### src/rtl/pyrm_wb_arbiter_pkg.sv
// Shared widths, grant-source encoding and rd helpers for the writeback arbiter.
// The rd slice width lives here so every file agrees on which address bits matter.
package pyrm_wb_arbiter_pkg;

    localparam int XLEN         = 64;
    localparam int RF_ADDR_BITS = 5;

    typedef enum logic {
        SRC_EXEC = 1'b0,
        SRC_MEM  = 1'b1
    } wb_src_e;

    // Writes to x0 are architecturally discarded, so they never need the port.
    function automatic logic is_x0(input logic [RF_ADDR_BITS-1:0] rd);
        return rd == '0;
    endfunction

endpackage

### src/rtl/pyrm_wb_rr_pick.sv
// Two-way round-robin pick between the execute and load writeback requests.
// Grants are one-hot; the side that did not win last time wins a conflict.
module pyrm_wb_rr_pick (
    input  logic i_req_exec,
    input  logic i_req_mem,
    input  logic i_last_mem,
    output logic o_gnt_exec,
    output logic o_gnt_mem
);

    assign o_gnt_exec = i_req_exec && (!i_req_mem || i_last_mem);
    assign o_gnt_mem  = i_req_mem  && (!i_req_exec || !i_last_mem);

endmodule

### src/rtl/pyrm_wb_arbiter.sv
// Shares the decode stage's single register-file write port between the execute
// result path and the load-return path, with round-robin arbitration and x0 absorption.
module pyrm_wb_arbiter
    import pyrm_wb_arbiter_pkg::*;
(
    input  logic            clk,
    input  logic            reset_pyri,

    input  logic [XLEN-1:0] exec_addr_pyri,
    input  logic [XLEN-1:0] exec_data_pyri,
    input  logic            exec_valid_pyri,
    output logic            exec_retry_pyro,

    input  logic [XLEN-1:0] mem_addr_pyri,
    input  logic [XLEN-1:0] mem_data_pyri,
    input  logic            mem_valid_pyri,
    output logic            mem_retry_pyro,

    output logic [XLEN-1:0] wb_addr_pyro,
    output logic [XLEN-1:0] wb_data_pyro,
    output logic            wb_valid_pyro,
    input  logic            wb_retry_pyri
);

    logic            r_wb_valid;
    logic [XLEN-1:0] r_wb_addr;
    logic [XLEN-1:0] r_wb_data;
    wb_src_e         r_last_src;

    logic w_loadable;
    logic w_exec_x0;
    logic w_mem_x0;
    logic w_exec_req;
    logic w_mem_req;
    logic w_gnt_exec;
    logic w_gnt_mem;

    assign w_loadable = !r_wb_valid || !wb_retry_pyri;
    assign w_exec_x0  = is_x0(exec_addr_pyri[RF_ADDR_BITS-1:0]);
    assign w_mem_x0   = is_x0(mem_addr_pyri[RF_ADDR_BITS-1:0]);

    // Only non-x0 requests compete, and only when the output slot can take a new entry.
    assign w_exec_req = !reset_pyri && w_loadable && exec_valid_pyri && !w_exec_x0;
    assign w_mem_req  = !reset_pyri && w_loadable && mem_valid_pyri  && !w_mem_x0;

    pyrm_wb_rr_pick u_pick (
        .i_req_exec (w_exec_req),
        .i_req_mem  (w_mem_req),
        .i_last_mem (r_last_src == SRC_MEM),
        .o_gnt_exec (w_gnt_exec),
        .o_gnt_mem  (w_gnt_mem)
    );

    assign exec_retry_pyro = reset_pyri || !(w_gnt_exec || (exec_valid_pyri && w_exec_x0));
    assign mem_retry_pyro  = reset_pyri || !(w_gnt_mem  || (mem_valid_pyri  && w_mem_x0));

    always_ff @(posedge clk) begin
        if (reset_pyri) begin
            r_wb_valid <= 1'b0;
            r_wb_addr  <= '0;
            r_wb_data  <= '0;
            r_last_src <= SRC_MEM;
        end else if (w_loadable) begin
            if (w_gnt_exec) begin
                r_wb_valid <= 1'b1;
                r_wb_addr  <= exec_addr_pyri;
                r_wb_data  <= exec_data_pyri;
                r_last_src <= SRC_EXEC;
            end else if (w_gnt_mem) begin
                r_wb_valid <= 1'b1;
                r_wb_addr  <= mem_addr_pyri;
                r_wb_data  <= mem_data_pyri;
                r_last_src <= SRC_MEM;
            end else begin
                r_wb_valid <= 1'b0;
            end
        end
    end

    assign wb_valid_pyro = r_wb_valid;
    assign wb_addr_pyro  = r_wb_addr;
    assign wb_data_pyro  = r_wb_data;

endmodule

### config.mk
export PLATFORM = sky130hd
export DESIGN_NAME = pyrm_wb_arbiter
export DESIGN_NICKNAME = d
export VERILOG_FILES = /design/src/rtl/pyrm_wb_arbiter_pkg.sv /design/src/rtl/pyrm_wb_rr_pick.sv /design/src/rtl/pyrm_wb_arbiter.sv
export SDC_FILE = /design/constraint.sdc
export NUM_CORES = 1
export LEC_CHECK = 0
export CORE_AREA = 5 5 149 151
export CTS_CLUSTER_DIAMETER = 150
export DETAILED_ROUTE_END_ITERATION = 8
export DIE_AREA = 0 0 154 156
export DONT_BUFFER_PORTS = 1
export PLACE_DENSITY = 0.43
export SLEW_MARGIN = 20
export SYNTH_ARGS = -nofsm -noshare
export SYNTH_HDL_FRONTEND = slang
export SYNTH_SLANG_ARGS = --single-unit
### constraint.sdc
create_clock -name clk -period 9.5 [get_ports clk]
set_clock_uncertainty 0.1 [all_clocks]
set_input_delay 2.375 -clock clk [delete_from_list [all_inputs] [get_ports clk]]
set_output_delay 2.375 -clock clk [all_outputs]
set_load 0.005 [all_outputs]
==> results of run 1 <==
layout by cell type, fill, tap and decap left out, types with 2 or more instances in the layout:
cell type and n:
buf_4 8, clkbuf_16 17, a21oi_1 2, inv_6 2, o211a_4 2, o21ai_0 128, dfxtp_1 130, clkinv_4 2
a311oi_1 128, clkbuf_1 3, nand3_1 128, bufinv_16 7, o21ai_1 2, nor2_1 3, nor3_1 128, nor2b_1 2
layer usage:
| layer | wire length (um) | up-vias | GRT usage [%] | share of wire (%) |
|---|---|---|---|---|
| li1 | - | 2871 | - | - |
| met1 | 9430 | 3029 | 23.2 | 38 |
| met2 | 12100 | 365 | 31.6 | 49 |
| met3 | 2640 | 36 | 7.71 | 11 |
| met4 | 605 | 0 | 6.73 | 2.4 |
| met5 | 0 | - | 0 | 0 |
path summary, 6_finish.rpt:
kind,endpoint,cells after the start
max,exec_retry_pyro,4
min,r_last_src$_SDFFE_PP1P_,2
max reg2reg,wb_data_pyro[23]$_SDFFE_PP0P_,5
min reg2reg,r_last_src$_SDFFE_PP1P_,2
cells by family (layout without fill, tap and decap cells):
family                 Yosys count  count (layout)  synth area share (%)
DFF                            130             130                  41.0
other                            0               1                     0
buffers and inverters          115              42                  8.81
and+or+nand+nor                266             266                  21.1
AOI/OAI and AO/OA              268             268                  29.1
worst max-delay path, cell delays in order:
cell	delay, ns
a21oi_1	0.36
o211a_4	0.76
a22oi_1	0.16
or2_2	0.35
through the flow:
| step | instances | worst slack [ns] | util, % | hold slack [ns] | area, um^2 |
|---|---|---|---|---|---|
| 2_1_floorplan | 779 | 3.16 | - | 0.379 | 6350 |
| 3_3_place_gp | 949 | 3.04 | 30.2 | 0.411 | 6240 |
| 5_1_grt | 982 | 2.85 | 33.5 | 0.478 | 6930 |
| 4_1_cts | 981 | 2.99 | 33.5 | 0.439 | 6930 |
| 3_5_place_dp | 949 | 3.00 | 30.2 | 0.418 | 6240 |
| 6_report | 982 | 2.98 | 33.5 | 0.438 | 6930 |
power breakdown:
group	switching (uW)	total, uW	internal [uW]
combinational	118	188	70.6
clock	256	778	522
sequential	50.8	652	601
final cells by class:
| class | instances | area [um^2] |
|---|---|---|
| Sequential cell | 130 | 2600 |
| Multi-Input combinational cell | 534 | 3220 |
| Inverter | 1 | 3.75 |
| Antenna cell | 1 | 2.50 |
| Clock inverter | 12 | 253 |
| Timing Repair Buffer | 9 | 71.3 |
| Fill cell | 2209 | 13800 |
| Clock buffer | 20 | 437 |
| Tap cell | 275 | 344 |
flip-flops by register name, indices dropped and copies added, names as in the netlist:
name,flops
r_last_src,1
wb_valid_pyro,1
wb_data_pyro,64
wb_addr_pyro,64
==> results.md, run 1 <==
* DR vias at 6301
* Die X at 154 um
* Slew at the pin with the worst max-slew slack at 0.939 ns
* CTS tree: yes
* Setup TNS at 0 ns
* Total global routing overflow at 0
* I/O pins at 392
* Status: complete, no violations
* Layout cells sized above 1 at 6.37%
* CP Max Fanout at 133
* Root Driver: clkbuf_16
* RSZ-0062 raised after global routing: no
* H-tree depth at 4
* Most frequent cell after synthesis: dfxtp_1
* Synth area leader: dfxtp_1
* Origin of the critical flop-to-flop path: wb_valid_pyro$_SDFFE_PP0N_
* Placer congestion estimate at 0.851
* Clock input transition at the sequential cells of the worst setup and hold paths at 0.05 ns
* Synthesized area at 6350 um^2
* Maxcap violations at 0
* Synthesized flop and latch total at 130
* DP HPWL at 16400 um
* Pwr dens at 233 nW/um^2
* Crit path required time at 7.03 ns
* Worst-Skew Late Latency at 0.41 ns
* Synth cell types at 24
* Final setup vio count at 0
* Max Freq at 153 MHz
* Drt drc at 0
* Pleak at 0.00207 uW
* Top cell type's share of synthesized area at 41.0%
* Nets@finish at 954
* Die H at 156 um
* Setup CP Type: primary input to output port
* Num Clock Sinks at 130
* Largest cells by area after synthesis: dfxtp_1 41%, a311oi_1 18%, o21ai_0 10%
* Largest net degree at the start of global routing at 134
* Tmin final at 6.52 ns
* Maximum vdd drop at 0.0985 mV
* Hold Startpoint: r_last_src$_SDFFE_PP1P_
* Global-route wire length before repair at 37600 um
* Fin. max-slew vios at 0
* Post-cts resize count at 0
* Clk buf depth at 2
* FP Rows at 53
* CP startpoint: reset_pyri
* Drt pass-1 iters at 5
* Vias in the first global route at 6156
* Fin crit share at 68.6%
* Synth Flop Type: dfxtp_1
* Total wire length at 24800 um
* Routed vias/inst at 6.42
* Syn Inst Count at 779
* Crit end category: output port
* Die area at 24000 um^2
* DRT antenna net count at 0
* Worst min-delay path class: flip-flop to flip-flop
* Antenna violations before repair at 1
* Top cells by count, synth: 130 x dfxtp_1, 129 x o21ai_0, 128 x a311oi_1, 128 x nand3_1, 128 x nor3_1
* Drt wl/cell at 25.2 um
* Initial Util at 30.7%
* Critical path launch point type: primary input
* Initial DRC count at 512
* Synthesis-to-layout area growth at 9.27%
* Hold buffer count at cts at 0
* Avg Synthesized Cell Area at 8.15 um^2
* Slew headroom at 37.4%
* Synthesis Warnings at 0
* Number of I/O port buffers at 0
* Syn nets at 1040
* Crit path DAT at 4.04 ns
* FFs w/ async S/R, synth at 0%
* Core area at 20700 um^2
* TritonCTS Buffers at 17
* Gr usage total at 19.3%
* R2r setup slk at 6.02 ns
* Post-synth EDFFs at 0
* Sequential fraction of the synthesis area at 41.0%
* Final Hold Violating Endpoints at 0
* Total Power at 1620 uW
* Post-CTS Setup Bufs at 0
(Power assumes the default switching activity.)
==> run 2, diff against run 1 <==
--- a/config.mk
+++ b/config.mk
@@ -10,7 +10,7 @@
 export DETAILED_ROUTE_END_ITERATION = 8
 export DIE_AREA = 0 0 154 156
 export DONT_BUFFER_PORTS = 1
-export PLACE_DENSITY = 0.43
+export PLACE_DENSITY = 0.45
 export SLEW_MARGIN = 20
 export SYNTH_ARGS = -nofsm -noshare
 export SYNTH_HDL_FRONTEND = slang
==> constraint.sdc (replaced) <==
create_clock -name clk -period 5.5 [get_ports clk]
set_clock_uncertainty 0.1 [all_clocks]
set_input_delay 1.375 -clock clk [delete_from_list [all_inputs] [get_ports clk]]
set_output_delay 1.375 -clock clk [all_outputs]
set_load 0.005 [all_outputs]
==> results.md, run 2 (same netlist as run 1, synthesis figures left out) <==
* FP Rows at 53
* Origin of the critical flop-to-flop path: wb_valid_pyro$_SDFFE_PP0N_
* Total global routing overflow at 0
* Crit end category: output port
* Pwr dens at 387 nW/um^2
* Sw Ratio at 27.6%
* Fin crit share at 75.3%
* Antenna violations before repair at 0
* R2R cell count at 6
* Num Clock Sinks at 130
* Drt drc at 0
* CP Max Fanout at 4
* Final setup vio count at 0
* Maxcap violations at 0
* Gr usage total at 19.2%
* Max incr delay on CP at 0.70 ns
* Switch Pwr at 738 uW
* Initial DRC count at 514
* Number of I/O port buffers at 0
* Largest net degree at the start of global routing at 183
* Global-route wire length before repair at 37400 um
* Crit path capture: exec_retry_pyro
* Internal power at 1940 uW
* Drt wl/cell at 25.3 um
* Slowest CP cell: or4_1
* Root Driver: clkbuf_16
* Fin. max-slew vios at 0
* Maximum vdd drop at 0.169 mV
* Status: complete, no violations
* Drt pass-1 iters at 7
* Critical-path cell list: or4_1 > o21ai_4 > a22oi_1 > or2_2
* Most frequent cells in the layout: 130 x dfxtp_1, 128 x o21ai_0, 128 x nand3_1, 128 x nor3_1, 128 x a311oi_1
* DR vias at 6409
* Hold buffer count at cts at 0
* RSZ-0062 raised after global routing: no
* Nets@finish at 954
* WHS at 0.418 ns
* Total wire length at 24900 um
* CTS tree: yes
* CP startpoint: mem_addr_pyri[0]
* Most common cell after layout, fill and taps aside: dfxtp_1
* Placer congestion estimate at 0.808
* Post-CTS Setup Bufs at 0
* Core area at 20700 um^2
* Place WS at 1.29 ns
* Worst-Skew Late Latency at 0.42 ns
* Clk buf depth at 2
* Post-cts resize count at 0
* RR Endpoint: wb_data_pyro[59]$_SDFFE_PP0P_
* Seq pwr share at 42.1%
* H-tree depth at 4
* Final Hold Violating Endpoints at 0
* Combinational share of power at 12.4%
* Pleak at 0.00204 uW
* Setup CP Type: primary input to output port
* DRT antenna net count at 0
* Slew headroom at 39.1%
* Die area at 24000 um^2
* Synthesis-to-layout area growth at 8.91%
* Layout cells sized above 1 at 6.52%
* Critical path launch point type: primary input
* Crit path DAT at 2.67 ns
* TritonCTS Buffers at 17
* Buf/Inv on CP at 0
* Worst min-delay path class: flip-flop to flip-flop
* Routed vias/inst at 6.53
* DP HPWL at 16500 um
* Initial Util at 30.7%
* Max Freq at 241 MHz
* Clock input transition at the sequential cells of the worst setup and hold paths at 0.06 ns
* Die X at 154 um
* Crit. path cell count at 4
* R2r setup slk at 2.26 ns
* PnR worst setup slack at 1.36 ns
* Vias in the first global route at 6250
* Slew at the pin with the worst max-slew slack at 0.914 ns
* I/O pins at 392
* Setup TNS at 0 ns
* Crit path required time at 4.03 ns
* Clock network fraction of design power at 45.5%
* Die H at 156 um
* Cell family with most CP delay: simple AND/OR/NAND/NOR gates
* Tmin final at 4.14 ns
-- run 2: cell count changes in the layout (fill, tap and decap cells not counted), moves of 2 or more --
| cell | delta |
|---|---|
| clkbuf_1 | -2 |
| clkinvlp_4 | +2 |
| buf_4 | -2 |
| bufinv_16 | -3 |
| buf_12 | +2 |
-- run 2: stage by stage --
step           utilization, %  cells  total power [uW]  area [um^2]
3_3_place_gp             30.2    948              1460         6260
5_1_grt                  33.4    980              2800         6910
2_1_floorplan               -    779              1410         6350
6_report                 33.4    981              2670         6910
3_5_place_dp             30.4    949              1480         6280
4_1_cts                  33.4    980              2710         6910
-- run 2: area by class of cell --
class / instances / area (um^2)
Multi-Input combinational cell: 534 / 3220
Clock inverter: 12 / 183
Inverter: 1 / 3.75
Sequential cell: 130 / 2600
Tap cell: 275 / 344
Fill cell: 2211 / 13800
Timing Repair Buffer: 9 / 113
Clock buffer: 19 / 443
Antenna cell: 1 / 2.50
-- run 2: metal layers --
layer  track usage (%)  wire length, um  up-vias
met3              7.63             2740       46
li1                  -                -     2872
met1              23.1             9300     3075
met4              6.39              592        0
met5                 0                0        -
met2              31.3            12200      416
-- run 2: worst min-delay path by stage --
| stage | start | to | slack (ns) | cells after the start |
|---|---|---|---|---|
| 2_1_floorplan | r_last_src$_SDFFE_PP1P_ | r_last_src$_SDFFE_PP1P_ | 0.38 | 2 |
| 3_3_place_gp | r_last_src$_SDFFE_PP1P_ | r_last_src$_SDFFE_PP1P_ | 0.40 | 2 |
| 3_5_place_dp | r_last_src$_SDFFE_PP1P_ | r_last_src$_SDFFE_PP1P_ | 0.42 | 3 |
| 4_1_cts | r_last_src$_SDFFE_PP1P_ | r_last_src$_SDFFE_PP1P_ | 0.43 | 2 |
| 5_1_grt | r_last_src$_SDFFE_PP1P_ | r_last_src$_SDFFE_PP1P_ | 0.47 | 2 |
| 6_report | r_last_src$_SDFFE_PP1P_ | r_last_src$_SDFFE_PP1P_ | 0.42 | 2 |
-- run 2: worst min-delay path: stages, from the launching register on --
cell and delay (ns):
dfxtp_1 0.32, inv_1 0.06, o21ai_0 0.08
-- run 2: power groups by stage --
| stage | registers, uW | clock network, uW | logic (uW) |
|---|---|---|---|
| after floorplan | 1110 | 0 | 300 |
| after global placement | 1150 | 0 | 317 |
| after detailed placement | 1150 | 0 | 333 |
| after CTS | 1130 | 1250 | 333 |
| after global routing | 1140 | 1290 | 375 |
| final | 1130 | 1220 | 333 |
==> run 3, diff against run 2 <==
--- a/config.mk
+++ b/config.mk
@@ -10,7 +10,7 @@
 export DETAILED_ROUTE_END_ITERATION = 8
 export DIE_AREA = 0 0 154 156
 export DONT_BUFFER_PORTS = 1
-export PLACE_DENSITY = 0.45
+export PLACE_DENSITY = 0.43
 export SLEW_MARGIN = 20
 export SYNTH_ARGS = -nofsm -noshare
 export SYNTH_HDL_FRONTEND = slang
==> constraint.sdc (replaced) <==
create_clock -name clk -period 4.1 [get_ports clk]
set_clock_uncertainty 0.1 [all_clocks]
set_input_delay 1.025 -clock clk [delete_from_list [all_inputs] [get_ports clk]]
set_output_delay 1.025 -clock clk [all_outputs]
set_load 0.005 [all_outputs]
==> results.md, run 3 (same netlist as run 1, synthesis figures left out) <==
* Status: complete, no violations
* Hold buffer count at cts at 0
* Placer congestion estimate at 0.873
* Clock input transition at the sequential cells of the worst setup and hold paths at 0.06 ns
* Design Area, Final at 6910 um^2
* Clk buf depth at 2
* Most common cell after layout, fill and taps aside: dfxtp_1
* CP Max Fanout at 4
* Post-CTS Setup Bufs at 0
* Drt wl/cell at 25.2 um
* Gr usage total at 19.3%
* H-tree depth at 4
* Crit path DAT at 2.36 ns
* Post-cts resize count at 0
* Final Hold Violating Endpoints at 0
* Worst-Skew Late Latency at 0.41 ns
* Slew at the pin with the worst max-slew slack at 0.951 ns
* RSZ-0062 raised after global routing: no
* Die X at 154 um
* I/O pins at 392
* Largest net degree at the start of global routing at 168
* Die H at 156 um
* DR vias at 6353
* Global-route wire length before repair at 37700 um
* Max Freq at 287 MHz
* Vias in the first global route at 6097
* Synthesis-to-layout area growth at 8.85%
* Tmin final at 3.49 ns
* Fill count at 2202
* Fin crit share at 85.1%
* Drt drc at 0
* Num Clock Sinks at 130
* FP Rows at 53
* Initial Util at 30.7%
* Number of I/O port buffers at 0
* Crit end category: output port
* Setup TNS at 0 ns
* Crit path required time at 2.97 ns
* CTS tree: yes
* Root Driver: clkbuf_16
* Total global routing overflow at 0
* Pwr dens at 514 nW/um^2
* DRT antenna net count at 0
* Initial DRC count at 696
* TritonCTS Buffers at 17
* Most frequent cells in the layout: 130 x dfxtp_1, 128 x o21ai_0, 128 x nand3_1, 128 x nor3_1, 128 x a311oi_1
* Layout cells sized above 1 at 6.37%
* Fin. max-slew vios at 0
* Antenna violations before repair at 0
* DP HPWL at 15500 um
* Maxcap violations at 0
* Die area at 24000 um^2
* Setup CP Type: primary input to output port
* Core area at 20700 um^2
* Total wire length at 24800 um
* Final setup vio count at 0
* Routed vias/inst at 6.47
* Critical path launch point type: primary input
* Pleak at 0.00205 uW
* Nets@finish at 954
* Worst min-delay path class: flip-flop to flip-flop
* Drt pass-1 iters at 5
* Area after DPL at 6300 um^2
* Slew headroom at 36.6%
* Total Power at 3550 uW
* Maximum vdd drop at 0.233 mV
run 3: per-stage QoR:
| stage | cells | setup slack [ns] | hold WS, ns | util, % |
|---|---|---|---|---|
| finish | 982 | 0.610 | 0.408 | 33.4 |
| global placement | 949 | 0.619 | 0.398 | 30.5 |
| CTS | 981 | 0.604 | 0.413 | 33.4 |
| detailed placement | 949 | 0.617 | 0.403 | 30.5 |
| floorplan | 779 | 0.460 | 0.379 | - |
| global route | 981 | 0.581 | 0.466 | 33.4 |
run 3: final timing paths:
kind	start	to	slack, ns	depth (start not counted)
worst max register to register	r_last_src$_SDFFE_PP1P_	wb_addr_pyro[56]$_SDFFE_PP0P_	1.55	5
worst min-delay path	r_last_src$_SDFFE_PP1P_	r_last_src$_SDFFE_PP1P_	0.41	2
worst min register to register	r_last_src$_SDFFE_PP1P_	r_last_src$_SDFFE_PP1P_	0.41	2
worst max-delay path	mem_addr_pyri[0]	exec_retry_pyro	0.61	4
run 3: power by group:
group / total, uW / internal [uW] / switching (uW)
clock: 1590 / 980 / 612
sequential: 1510 / 1390 / 115
combinational: 449 / 172 / 277
run 3: cell type report:
type | count | area [um^2] | share of cell area [%]
tap | 275 | 344 | 4.98
antenna | 1 | 2.50 | 0.0362
sequential | 130 | 2600 | 37.7
clock buffer | 21 | 450 | 6.52
multi-input combinational | 534 | 3220 | 46.6
timing repair buffer | 9 | 130 | 1.88
inverter | 1 | 3.75 | 0.0543
clock inverter | 11 | 154 | 2.23
run 3: critical path, stage by stage:
cell and delay, ns:
or4_1 0.70, o21ai_4 0.23, a22oi_1 0.10, or2_2 0.30
run 3: layer usage:
metal  vias up  GRT usage [%]  share of wire, %
li1       2871              -                 -
met3        42           7.18                10
met5         -              0                 0
met1      3069           23.9                38
met4         0           6.22               2.4
met2       371           31.3                49
